File: config.mk
export PLATFORM = sky130hd
export DESIGN_NAME = rv_mc_ctrl_flat
export DESIGN_NICKNAME = d
export VERILOG_FILES = /design/src/rtl/rv_mc_ctrl_if.sv /design/src/rtl/rv_mc_ctrl.sv /design/src/flat_wrapper.sv
export SDC_FILE = /design/constraint.sdc
export NUM_CORES = 1
export LEC_CHECK = 0
export CELL_PAD_IN_SITES_DETAIL_PLACEMENT = 1
export CELL_PAD_IN_SITES_GLOBAL_PLACEMENT = 2
export CORE_MARGIN = 3
export CORE_UTILIZATION = 27
export DETAILED_ROUTE_END_ITERATION = 6
export DONT_BUFFER_PORTS = 1
export GPL_TIMING_DRIVEN = 1
export PLACE_DENSITY_LB_ADDON = 0.1
export SLEW_MARGIN = 20
export SYNTH_ARGS = -nofsm -noshare
export SYNTH_HDL_FRONTEND = slang
export SYNTH_SLANG_ARGS = --single-unit
File: constraint.sdc
create_clock -name clk -period 1.5 [get_ports clk]
set_input_delay 0.3 -clock clk [delete_from_list [all_inputs] [get_ports clk]]
set_output_delay 0.3 -clock clk [all_outputs]
set_load 0.02 [all_outputs]
File: src/rtl/rv_mc_ctrl_if.sv
// rtl/rv_mc_ctrl_if.sv - IR/datapath/RAM signal bundle for the multicycle controller.
// master = controller side, slave = datapath and RAM side.
interface rv_mc_ctrl_if #(
  parameter int RA_W = 5
);
  logic [31:0]     instr;
  logic            mem_ack;
  logic            mem_req;
  logic            mem_we;
  logic            pc_bus_en;
  logic            alu_bus_en;
  logic            imm_bus_en;
  logic            rf_bus_en;
  logic            rd_bus_en;
  logic            pc_en;
  logic            pc_inc;
  logic            a_en;
  logic            b_en;
  logic            ir_en;
  logic            rf_wen;
  logic            rf_ren;
  logic [RA_W-1:0] rf_addr;
  logic [3:0]      alu_func;

  modport master (
    input  instr, mem_ack,
    output mem_req, mem_we, pc_bus_en, alu_bus_en, imm_bus_en, rf_bus_en, rd_bus_en,
           pc_en, pc_inc, a_en, b_en, ir_en, rf_wen, rf_ren, rf_addr, alu_func
  );

  modport slave (
    output instr, mem_ack,
    input  mem_req, mem_we, pc_bus_en, alu_bus_en, imm_bus_en, rf_bus_en, rd_bus_en,
           pc_en, pc_inc, a_en, b_en, ir_en, rf_wen, rf_ren, rf_addr, alu_func
  );
endinterface

File: src/rtl/rv_mc_ctrl.sv
// rtl/rv_mc_ctrl.sv - RV32 multicycle control unit with req/ack memory handshake.
// Define RV_MC_CTRL_TIMEOUT_EN to add the memory wait counter and timeout trap.
module rv_mc_ctrl #(
  parameter int RA_W        = 5,
  parameter int MEM_TIMEOUT = 15
) (
  input  logic         clk,
  input  logic         rst,
  rv_mc_ctrl_if.master bus,
  output logic         trap,
  output logic [4:0]   state_dbg
);

  typedef enum logic [4:0] {
    S_INIT = 5'd0, S_F0, S_F1, S_F2, S_DEC,
    S_A1, S_A2, S_I1, S_I2,
    S_L1, S_L2, S_L3, S_S1, S_S2, S_S3,
    S_J1, S_J2, S_J3, S_TRAP
  } state_t;

  state_t state_q, state_d;

  logic [6:0]      opcode;
  logic [2:0]      funct3;
  logic [6:0]      funct7;
  logic [4:0]      rd_idx, rs1_idx, rs2_idx;
  logic [RA_W-1:0] rd_a, rs1_a, rs2_a;
  logic            rd_nz;

  assign opcode  = bus.instr[6:0];
  assign rd_idx  = bus.instr[11:7];
  assign funct3  = bus.instr[14:12];
  assign rs1_idx = bus.instr[19:15];
  assign rs2_idx = bus.instr[24:20];
  assign funct7  = bus.instr[31:25];
  assign rd_a    = bus.instr[7 +: RA_W];
  assign rs1_a   = bus.instr[15 +: RA_W];
  assign rs2_a   = bus.instr[20 +: RA_W];
  assign rd_nz   = (rd_idx != 5'd0);

  // An index fits when no bit above RA_W is set; always true for RA_W = 5.
  function automatic logic fits(input logic [4:0] idx);
    return (idx >> RA_W) == 5'd0;
  endfunction

  state_t dispatch;
  logic   illegal;

  always_comb begin
    dispatch = S_TRAP;
    illegal  = 1'b1;
    case (opcode)
      7'b0110011: begin
        dispatch = S_A1;
        illegal  = !((funct7 == 7'b0000000) ||
                     (funct7 == 7'b0100000 && (funct3 == 3'b000 || funct3 == 3'b101))) ||
                   !fits(rd_idx) || !fits(rs1_idx) || !fits(rs2_idx);
      end
      7'b0010011: begin
        dispatch = S_I1;
        illegal  = !fits(rd_idx) || !fits(rs1_idx);
      end
      7'b0000011: begin
        dispatch = S_L1;
        illegal  = (funct3 != 3'b010) || !fits(rd_idx) || !fits(rs1_idx);
      end
      7'b0100011: begin
        dispatch = S_S1;
        illegal  = (funct3 != 3'b010) || !fits(rs1_idx) || !fits(rs2_idx);
      end
      7'b1100111: begin
        dispatch = S_J1;
        illegal  = (funct3 != 3'b000) || !fits(rd_idx) || !fits(rs1_idx);
      end
      default: begin
        dispatch = S_TRAP;
        illegal  = 1'b1;
      end
    endcase
  end

  logic timeout;

`ifdef RV_MC_CTRL_TIMEOUT_EN
  localparam int CW = $clog2(MEM_TIMEOUT + 1);

  logic [CW-1:0] wcnt_q, wcnt_d;
  logic          in_wait;

  assign in_wait = (state_q == S_F1) || (state_q == S_L3) || (state_q == S_S3);

  // Held at zero outside wait states, so each wait state starts from zero.
  always_comb begin
    wcnt_d  = '0;
    timeout = 1'b0;
    if (in_wait && !bus.mem_ack) begin
      wcnt_d  = wcnt_q + 1'b1;
      timeout = (wcnt_q == CW'(MEM_TIMEOUT - 1));
    end
  end

  always_ff @(posedge clk) begin
    if (rst) wcnt_q <= '0;
    else     wcnt_q <= wcnt_d;
  end
`else
  assign timeout = 1'b0;
`endif

  always_ff @(posedge clk) begin
    if (rst) state_q <= S_INIT;
    else     state_q <= state_d;
  end

  always_comb begin
    state_d        = state_q;
    bus.mem_req    = 1'b0;
    bus.mem_we     = 1'b0;
    bus.pc_bus_en  = 1'b0;
    bus.alu_bus_en = 1'b0;
    bus.imm_bus_en = 1'b0;
    bus.rf_bus_en  = 1'b0;
    bus.rd_bus_en  = 1'b0;
    bus.pc_en      = 1'b0;
    bus.pc_inc     = 1'b0;
    bus.a_en       = 1'b0;
    bus.b_en       = 1'b0;
    bus.ir_en      = 1'b0;
    bus.rf_wen     = 1'b0;
    bus.rf_ren     = 1'b0;
    bus.rf_addr    = '0;
    bus.alu_func   = 4'b0000;
    trap           = 1'b0;
    unique case (state_q)
      S_INIT: state_d = S_F0;
      S_F0: begin
        bus.pc_bus_en = 1'b1;
        bus.mem_req   = 1'b1;
        state_d       = S_F1;
      end
      S_F1: begin
        bus.mem_req = 1'b1;
        if (bus.mem_ack) begin
          bus.rd_bus_en = 1'b1;
          bus.ir_en     = 1'b1;
          state_d       = S_F2;
        end else if (timeout) begin
          state_d = S_TRAP;
        end
      end
      S_F2: begin
        bus.pc_inc = 1'b1;
        state_d    = S_DEC;
      end
      S_DEC: begin
        bus.rf_addr   = rs1_a;
        bus.rf_ren    = 1'b1;
        bus.rf_bus_en = 1'b1;
        bus.a_en      = 1'b1;
        state_d       = illegal ? S_TRAP : dispatch;
      end
      S_A1: begin
        bus.rf_addr   = rs2_a;
        bus.rf_bus_en = 1'b1;
        bus.b_en      = 1'b1;
        state_d       = S_A2;
      end
      S_A2: begin
        bus.alu_bus_en = 1'b1;
        bus.alu_func   = {bus.instr[30], funct3};
        bus.rf_addr    = rd_a;
        bus.rf_wen     = rd_nz;
        state_d        = S_F0;
      end
      S_I1, S_L1, S_S1, S_J2: begin
        bus.imm_bus_en = 1'b1;
        bus.b_en       = 1'b1;
        unique case (state_q)
          S_I1:    state_d = S_I2;
          S_L1:    state_d = S_L2;
          S_S1:    state_d = S_S2;
          default: state_d = S_J3;
        endcase
      end
      S_I2: begin
        // Only the shift-right immediate carries an alt bit; elsewhere bit 30 is immediate data.
        bus.alu_bus_en = 1'b1;
        bus.alu_func   = {(funct3 == 3'b101) & bus.instr[30], funct3};
        bus.rf_addr    = rd_a;
        bus.rf_wen     = rd_nz;
        state_d        = S_F0;
      end
      S_L2: begin
        bus.alu_bus_en = 1'b1;
        bus.mem_req    = 1'b1;
        state_d        = S_L3;
      end
      S_L3: begin
        bus.mem_req = 1'b1;
        if (bus.mem_ack) begin
          bus.rd_bus_en = 1'b1;
          bus.rf_addr   = rd_a;
          bus.rf_wen    = rd_nz;
          state_d       = S_F0;
        end else if (timeout) begin
          state_d = S_TRAP;
        end
      end
      S_S2: begin
        bus.alu_bus_en = 1'b1;
        bus.mem_req    = 1'b1;
        bus.mem_we     = 1'b1;
        state_d        = S_S3;
      end
      S_S3: begin
        bus.rf_addr   = rs2_a;
        bus.rf_bus_en = 1'b1;
        bus.mem_req   = 1'b1;
        bus.mem_we    = 1'b1;
        if (bus.mem_ack)  state_d = S_F0;
        else if (timeout) state_d = S_TRAP;
      end
      S_J1: begin
        bus.pc_bus_en = 1'b1;
        bus.rf_addr   = rd_a;
        bus.rf_wen    = rd_nz;
        state_d       = S_J2;
      end
      S_J3: begin
        bus.alu_bus_en = 1'b1;
        bus.pc_en      = 1'b1;
        state_d        = S_F0;
      end
      S_TRAP:  trap = 1'b1;
      default: state_d = S_TRAP;
    endcase
  end

  assign state_dbg = state_q;

endmodule
File: src/flat_wrapper.sv
// flat-port wrapper written by rule: the top's interface ports become plain ports
module rv_mc_ctrl_flat 
#(
  parameter int RA_W        = 5,
  parameter int MEM_TIMEOUT = 15
)
  (clk, rst, trap, state_dbg, bus_instr, bus_mem_ack, bus_mem_req, bus_mem_we, bus_pc_bus_en, bus_alu_bus_en, bus_imm_bus_en, bus_rf_bus_en, bus_rd_bus_en, bus_pc_en, bus_pc_inc, bus_a_en, bus_b_en, bus_ir_en, bus_rf_wen, bus_rf_ren, bus_rf_addr, bus_alu_func);
  rv_mc_ctrl_if #(.RA_W(RA_W)) bus_i ();
  input  logic clk;
  input  logic rst;
  output logic trap;
  output logic [4:0] state_dbg;
  input wire logic [$bits(bus_i.instr)-1:0] bus_instr;
  input wire logic [$bits(bus_i.mem_ack)-1:0] bus_mem_ack;
  output wire logic [$bits(bus_i.mem_req)-1:0] bus_mem_req;
  output wire logic [$bits(bus_i.mem_we)-1:0] bus_mem_we;
  output wire logic [$bits(bus_i.pc_bus_en)-1:0] bus_pc_bus_en;
  output wire logic [$bits(bus_i.alu_bus_en)-1:0] bus_alu_bus_en;
  output wire logic [$bits(bus_i.imm_bus_en)-1:0] bus_imm_bus_en;
  output wire logic [$bits(bus_i.rf_bus_en)-1:0] bus_rf_bus_en;
  output wire logic [$bits(bus_i.rd_bus_en)-1:0] bus_rd_bus_en;
  output wire logic [$bits(bus_i.pc_en)-1:0] bus_pc_en;
  output wire logic [$bits(bus_i.pc_inc)-1:0] bus_pc_inc;
  output wire logic [$bits(bus_i.a_en)-1:0] bus_a_en;
  output wire logic [$bits(bus_i.b_en)-1:0] bus_b_en;
  output wire logic [$bits(bus_i.ir_en)-1:0] bus_ir_en;
  output wire logic [$bits(bus_i.rf_wen)-1:0] bus_rf_wen;
  output wire logic [$bits(bus_i.rf_ren)-1:0] bus_rf_ren;
  output wire logic [$bits(bus_i.rf_addr)-1:0] bus_rf_addr;
  output wire logic [$bits(bus_i.alu_func)-1:0] bus_alu_func;
  assign bus_i.instr = bus_instr;
  assign bus_i.mem_ack = bus_mem_ack;
  assign bus_mem_req = bus_i.mem_req;
  assign bus_mem_we = bus_i.mem_we;
  assign bus_pc_bus_en = bus_i.pc_bus_en;
  assign bus_alu_bus_en = bus_i.alu_bus_en;
  assign bus_imm_bus_en = bus_i.imm_bus_en;
  assign bus_rf_bus_en = bus_i.rf_bus_en;
  assign bus_rd_bus_en = bus_i.rd_bus_en;
  assign bus_pc_en = bus_i.pc_en;
  assign bus_pc_inc = bus_i.pc_inc;
  assign bus_a_en = bus_i.a_en;
  assign bus_b_en = bus_i.b_en;
  assign bus_ir_en = bus_i.ir_en;
  assign bus_rf_wen = bus_i.rf_wen;
  assign bus_rf_ren = bus_i.rf_ren;
  assign bus_rf_addr = bus_i.rf_addr;
  assign bus_alu_func = bus_i.alu_func;
  rv_mc_ctrl #(.RA_W(RA_W), .MEM_TIMEOUT(MEM_TIMEOUT)) u_core (.clk(clk), .rst(rst), .bus(bus_i), .trap(trap), .state_dbg(state_dbg));
endmodule
# After elaboration in Yosys (flattened, before gate mapping)
# Index checks and enable logic that the tools add are counted.
[word_totals]
reg_bits = 5
in_bits = 35
elab_cells = 80
[classes]
eq_ne = 28
muxes = 26
bitwise = 2
reduce_logical = 23
[op_table]
columns = ["operator", "count"]
rows = [
  ["5-bit one-hot mux with 12 select lines", 1],
  ["5-bit by 4-bit equality test with 1-bit output (second input constant)", 8],
  ["5-bit one-hot mux with 5 select lines", 1],
  ["7-bit by 6-bit equality test with 1-bit output (second input constant)", 3],
  ["5-bit by 3-bit equality test with 1-bit output (second input constant)", 4],
  ["5-bit two-way mux", 4],
  ["5-bit one-hot mux with 4 select lines", 1],
  ["5-bit equality test (second input constant)", 3],
  ["1-bit two-way mux", 15],
  ["5-bit one-hot mux with 3 select lines", 1],
  ["2-bit OR reduction", 6],
  ["5-bit by 2-bit equality test with 1-bit output (second input constant)", 2],
  ["5-bit OR reduction", 2],
  ["4-bit one-hot mux with 2 select lines", 1],
  ["4-bit OR reduction", 2],
  ["7-bit by 2-bit equality test with 1-bit output (second input constant)", 1],
  ["7-bit by 5-bit equality test with 1-bit output (second input constant)", 1],
  ["7-bit equality test (second input constant)", 1],
  ["7-bit zero test", 1],
  ["3-bit OR reduction", 2],
  ["6-bit OR reduction", 1],
  ["5-bit by 1-bit equality test with 1-bit output (second input constant)", 1],
  ["5-bit zero test", 1],
  ["5-bit nonzero test", 1],
  ["14 further kinds", 15],
]

# Depth between registers and ports, before layout
[depth]
ltp_word = 8
depth_mapped = 6

# Worst setup path before layout
# No wires, ideal clock.
[synth_path]
path_type = "register to output"
from = "register u_core.state_q[0] (netlist: u_core.state_dbg[0])"
to = "output bus_rd_bus_en"
arrival_ps = 1652
t_required_ps = 1200
path_slack_ps = -452
path_stages_with_launch = 5
path_buffers = 2
path_cell_list = "dfxtp_1 -> buf_2 -> buf_2 -> xor2_1 -> nor4_1"
[synth_via]
elab_chain_len = 3
[synth_rtl]
columns = ["element", "line", "rtl"]
rows = [
  ["from (decl)", "rv_mc_ctrl.sv:21", "state_t state_q, state_d;"],
  ["from (signal assigned)", "rv_mc_ctrl.sv:112", "else state_q <= state_d;"],
  ["5-bit by 2-bit equality test with 1-bit output or 5-bit by 4-bit equality test with 1-bit output (tied branches)", "rv_mc_ctrl.sv:134", "unique case (state_q)"],
  ["2-bit OR reduction (no source line) (*)", "--", ""],
  ["1-bit two-way mux (*)", "--", ""],
  ["to (decl)", "flat_wrapper.sv:21", "output wire logic [$bits(bus_i.rd_bus_en)-1:0] bus_rd_bus_en;"],
]
# Mark *: on every way between the ends. The rest lies on a longest branch, timed or not.

# Worst setup path in the final report
[layout_path]
from = "register u_core.state_q[2] (netlist: u_core.state_dbg[2])"
to = "output bus_b_en"
[layout_via]
elab_chain_len = 3
[layout_rtl]
columns = ["element", "line", "rtl"]
rows = [
  ["5-bit by 3-bit equality test with 1-bit output (tied with other cells)", "rv_mc_ctrl.sv:134", ""],
  ["5-bit OR reduction (no source line) (*)", "--", ""],
  ["1-bit two-way mux (*)", "rv_mc_ctrl.sv:134", ""],
  ["to (decl)", "flat_wrapper.sv:25", "output wire logic [$bits(bus_i.b_en)-1:0] bus_b_en;"],
]
# Marked as above.

==> results.json <==
{
  "outcome": "finished, violations left",
  "violations": "setup timing",
  "fin_crit_sh": 1.26,
  "cts_tree": "done",
  "vias_per_cell": 5.72,
  "leakage_nw": 0.781,
  "register_area_um2": 116,
  "grt_overflow": 0,
  "dieArea_um2": 4350,
  "hpwl_um": 2970,
  "antenna_found_initial": 0,
  "rsz0062_at_grt": "true",
  "cts_sinks": 5,
  "wl_per_cell_um": 19.9,
  "cts_hold_buf": 0,
  "rr_endpoint": "u_core.state_dbg[1]",
  "hp-start": "rst",
  "die_h_um": 65.9,
  "synth-edff-count": 0,
  "ys.flop_type": "dfxtp_1",
  "fin_cells": 239,
  "grt_pass1_wl_um": 6740,
  "clockRootBuffer": "clkbuf_4",
  "min_path_type": "in2reg",
  "r2r_cells": 8,
  "final_util": 0.568,
  "avgSynthCellArea_um2": 6.73,
  "hold_viol_final": 0,
  "fin_ws_ns": -0.390,
  "hold_depth": 1,
  "ir_drop_mv": 0.436,
  "layout.nets": 229,
  "fillCellCount": 378,
  "r2r-start": "u_core.state_dbg[2]",
  "multi_input_area_um2": 1170,
  "synthTopCellsByArea": "dfxtp_1 (10%), a221o_1 (7.2%), and3_1 (5.8%)",
  "hold_end": "u_core.state_dbg[1]",
  "grt_usage": 0.197,
  "setup_viol": 28,
  "yosysUniqueCellTypes": 44,
  "r2r_setup_slack_ns": -0.23,
  "firstDrtPassIters": 4,
  "arrival_ns": 1.59,
  "drc_errors": 0,
  "drtIter0Drc": 51,
  "clkTransAtPathRegs_ns": 0.04,
  "start_util": 0.286,
  "synthesis.nets": 179,
  "critPathKind": "reg2out",
  "port_buffers": 0,
  "pre_cts_ws_ns": -0.131,
  "slew_headroom": 0.792,
  "grt_max_degree": 19,
  "yosysSeqAreaShare": 0.103,
  "setup-tns-final_ns": -7.43,
  "hold-worst-slack_ns": 0.121,
  "clock_path_buffers": 2,
  "yosysMostFrequentCell": "nor2_1",
  "drive_gt1_frac": 0.637,
  "wl_um": 4770,
  "io_pins": 64,
  "finalWeightedCongestion": 0.778,
  "yosys_register_bits": 5,
  "placed_cells_incl_taps": 214,
  "startpoint_type": "register",
  "finClkSkew_ns": 0.000623,
  "grt_pass1_vias": 1341,
  "worstPathRequired_ns": 1.20,
  "largest_reg_flops": 5,
  "vias": 1367,
  "htreeDepth": 1,
  "clock_latency_ns": 0.24,
  "rows": 21,
  "cp-end-kind": "output pin",
  "yosysWarnings": 0,
  "area_growth_pct": 98.6,
  "yosysTopAreaCell": "dfxtp_1",
  "synth_top_area_frac": 0.103,
  "fmaxAchievable_mhz": 529,
  "ys_top_cells_by_count": "nor2_1 (15), nand2_1 (11), and3_1 (9), buf_2 (8)",
  "synth-async-reset-ratio": 0,
  "core_area_um2": 3390,
  "max_cap_viol_count": 0,
  "powerDensity_nw_per_um2": 621,
  "slew_viol_final": 0,
  "die_w_um": 65.9,
  "tightestPinTransition_ns": 0.308,
  "fin_crit_ns": 1.89,
  "synth_area_um2": 970,
  "syn_inst": 144,
  "ant_nets": 0,
  "diodes": 0,
  "crit_fanout": 6,
  "cts_buffers": 3
}
[timing repair]
item,in CTS,in global routing
setup endpoints to repair,28,28
pin swaps,28,22
setup buffers,16,8
gates cloned,0,0
resized for setup,79,27
[cells in the final DEF (no fill, tap or decap), types with 4 or more instances in the layout]
master / Yosys / routed
a221o_1: 7 / 7
and3_4: 0 / 9
o21ai_0: 7 / 4
nor2_1: 15 / 5
buf_4: 1 / 33
nand2_1: 11 / 8
buf_6: 2 / 20
and2_1: 5 / 5
nor3_4: 0 / 4
nor2_4: 0 / 9
dfxtp_4: 0 / 4
[worst max-delay path: stages (launching register included)]
cell      delay [ns]
dfxtp_4         0.36
buf_4           0.14
buf_12          0.13
buf_8           0.12
nor2_4          0.08
nand3b_1        0.15
buf_6           0.17
o22ai_4         0.21
[report_power, final]
group	internal [W]	leakage, nW	total (W)	switching, W
Clock	0.000100	0.0150	0.000150	0.0000502
Combinational	0.000407	0.722	0.000854	0.000447
Sequential	0.000150	0.0441	0.000191	0.0000412
Total	0.000657	0.781	0.00119	0.000538
[routing by layer]
layer / up-vias / part of all wire / track usage / wire length, µm
li1: 651 / - / - / -
met1: 648 / 0.39 / 0.236 / 1850
met2: 60 / 0.54 / 0.365 / 2590
met3: 8 / 0.050 / 0.0391 / 238
met4: 0 / 0.018 / 0.0279 / 85
met5: - / 0 / 0 / 0
[metrics by stage]
stage | power [W] | instance area, µm²
floorplan | 0.000557 | 1070
global placement | 0.000735 | 1320
detailed placement | 0.000747 | 1320
CTS | 0.00106 | 1750
global route | 0.00127 | 1930
finish | 0.00119 | 1930
[how the worst max path moves through the flow]
stage	start	end	slack, ns	depth (start not counted)
global placement	u_core.state_dbg[2]	bus_rf_addr[3]	-0.11	5
detailed placement	u_core.state_dbg[3]	bus_rf_addr[0]	-0.13	5
global route	u_core.state_dbg[2]	bus_b_en	-0.47	7
floorplan	u_core.state_dbg[2]	bus_rf_addr[0]	-0.18	6
finish	u_core.state_dbg[2]	bus_b_en	-0.39	7
CTS	u_core.state_dbg[2]	bus_rf_addr[0]	-0.39	5
[cell type report]
class / instances / share of cell area
Clock buffer: 4 / 0.0136
Inverter: 5 / 0.00975
Multi-Input combinational cell: 122 / 0.607
Sequential cell: 5 / 0.0604
Tap cell: 46 / 0.0299
Timing Repair Buffer: 57 / 0.279
[cells by family (layout without fill, tap and decap cells)]
| logic type | count (synthesis) | count (layout) | synth area share |
|---|---|---|---|
| buf+inv | 17 | 66 | 0.0955 |
| xor+xnor | 4 | 4 | 0.0361 |
| compound gates | 48 | 48 | 0.372 |
| flops | 5 | 5 | 0.103 |
| simple gates | 70 | 70 | 0.394 |
(Power assumes the default switching activity.)
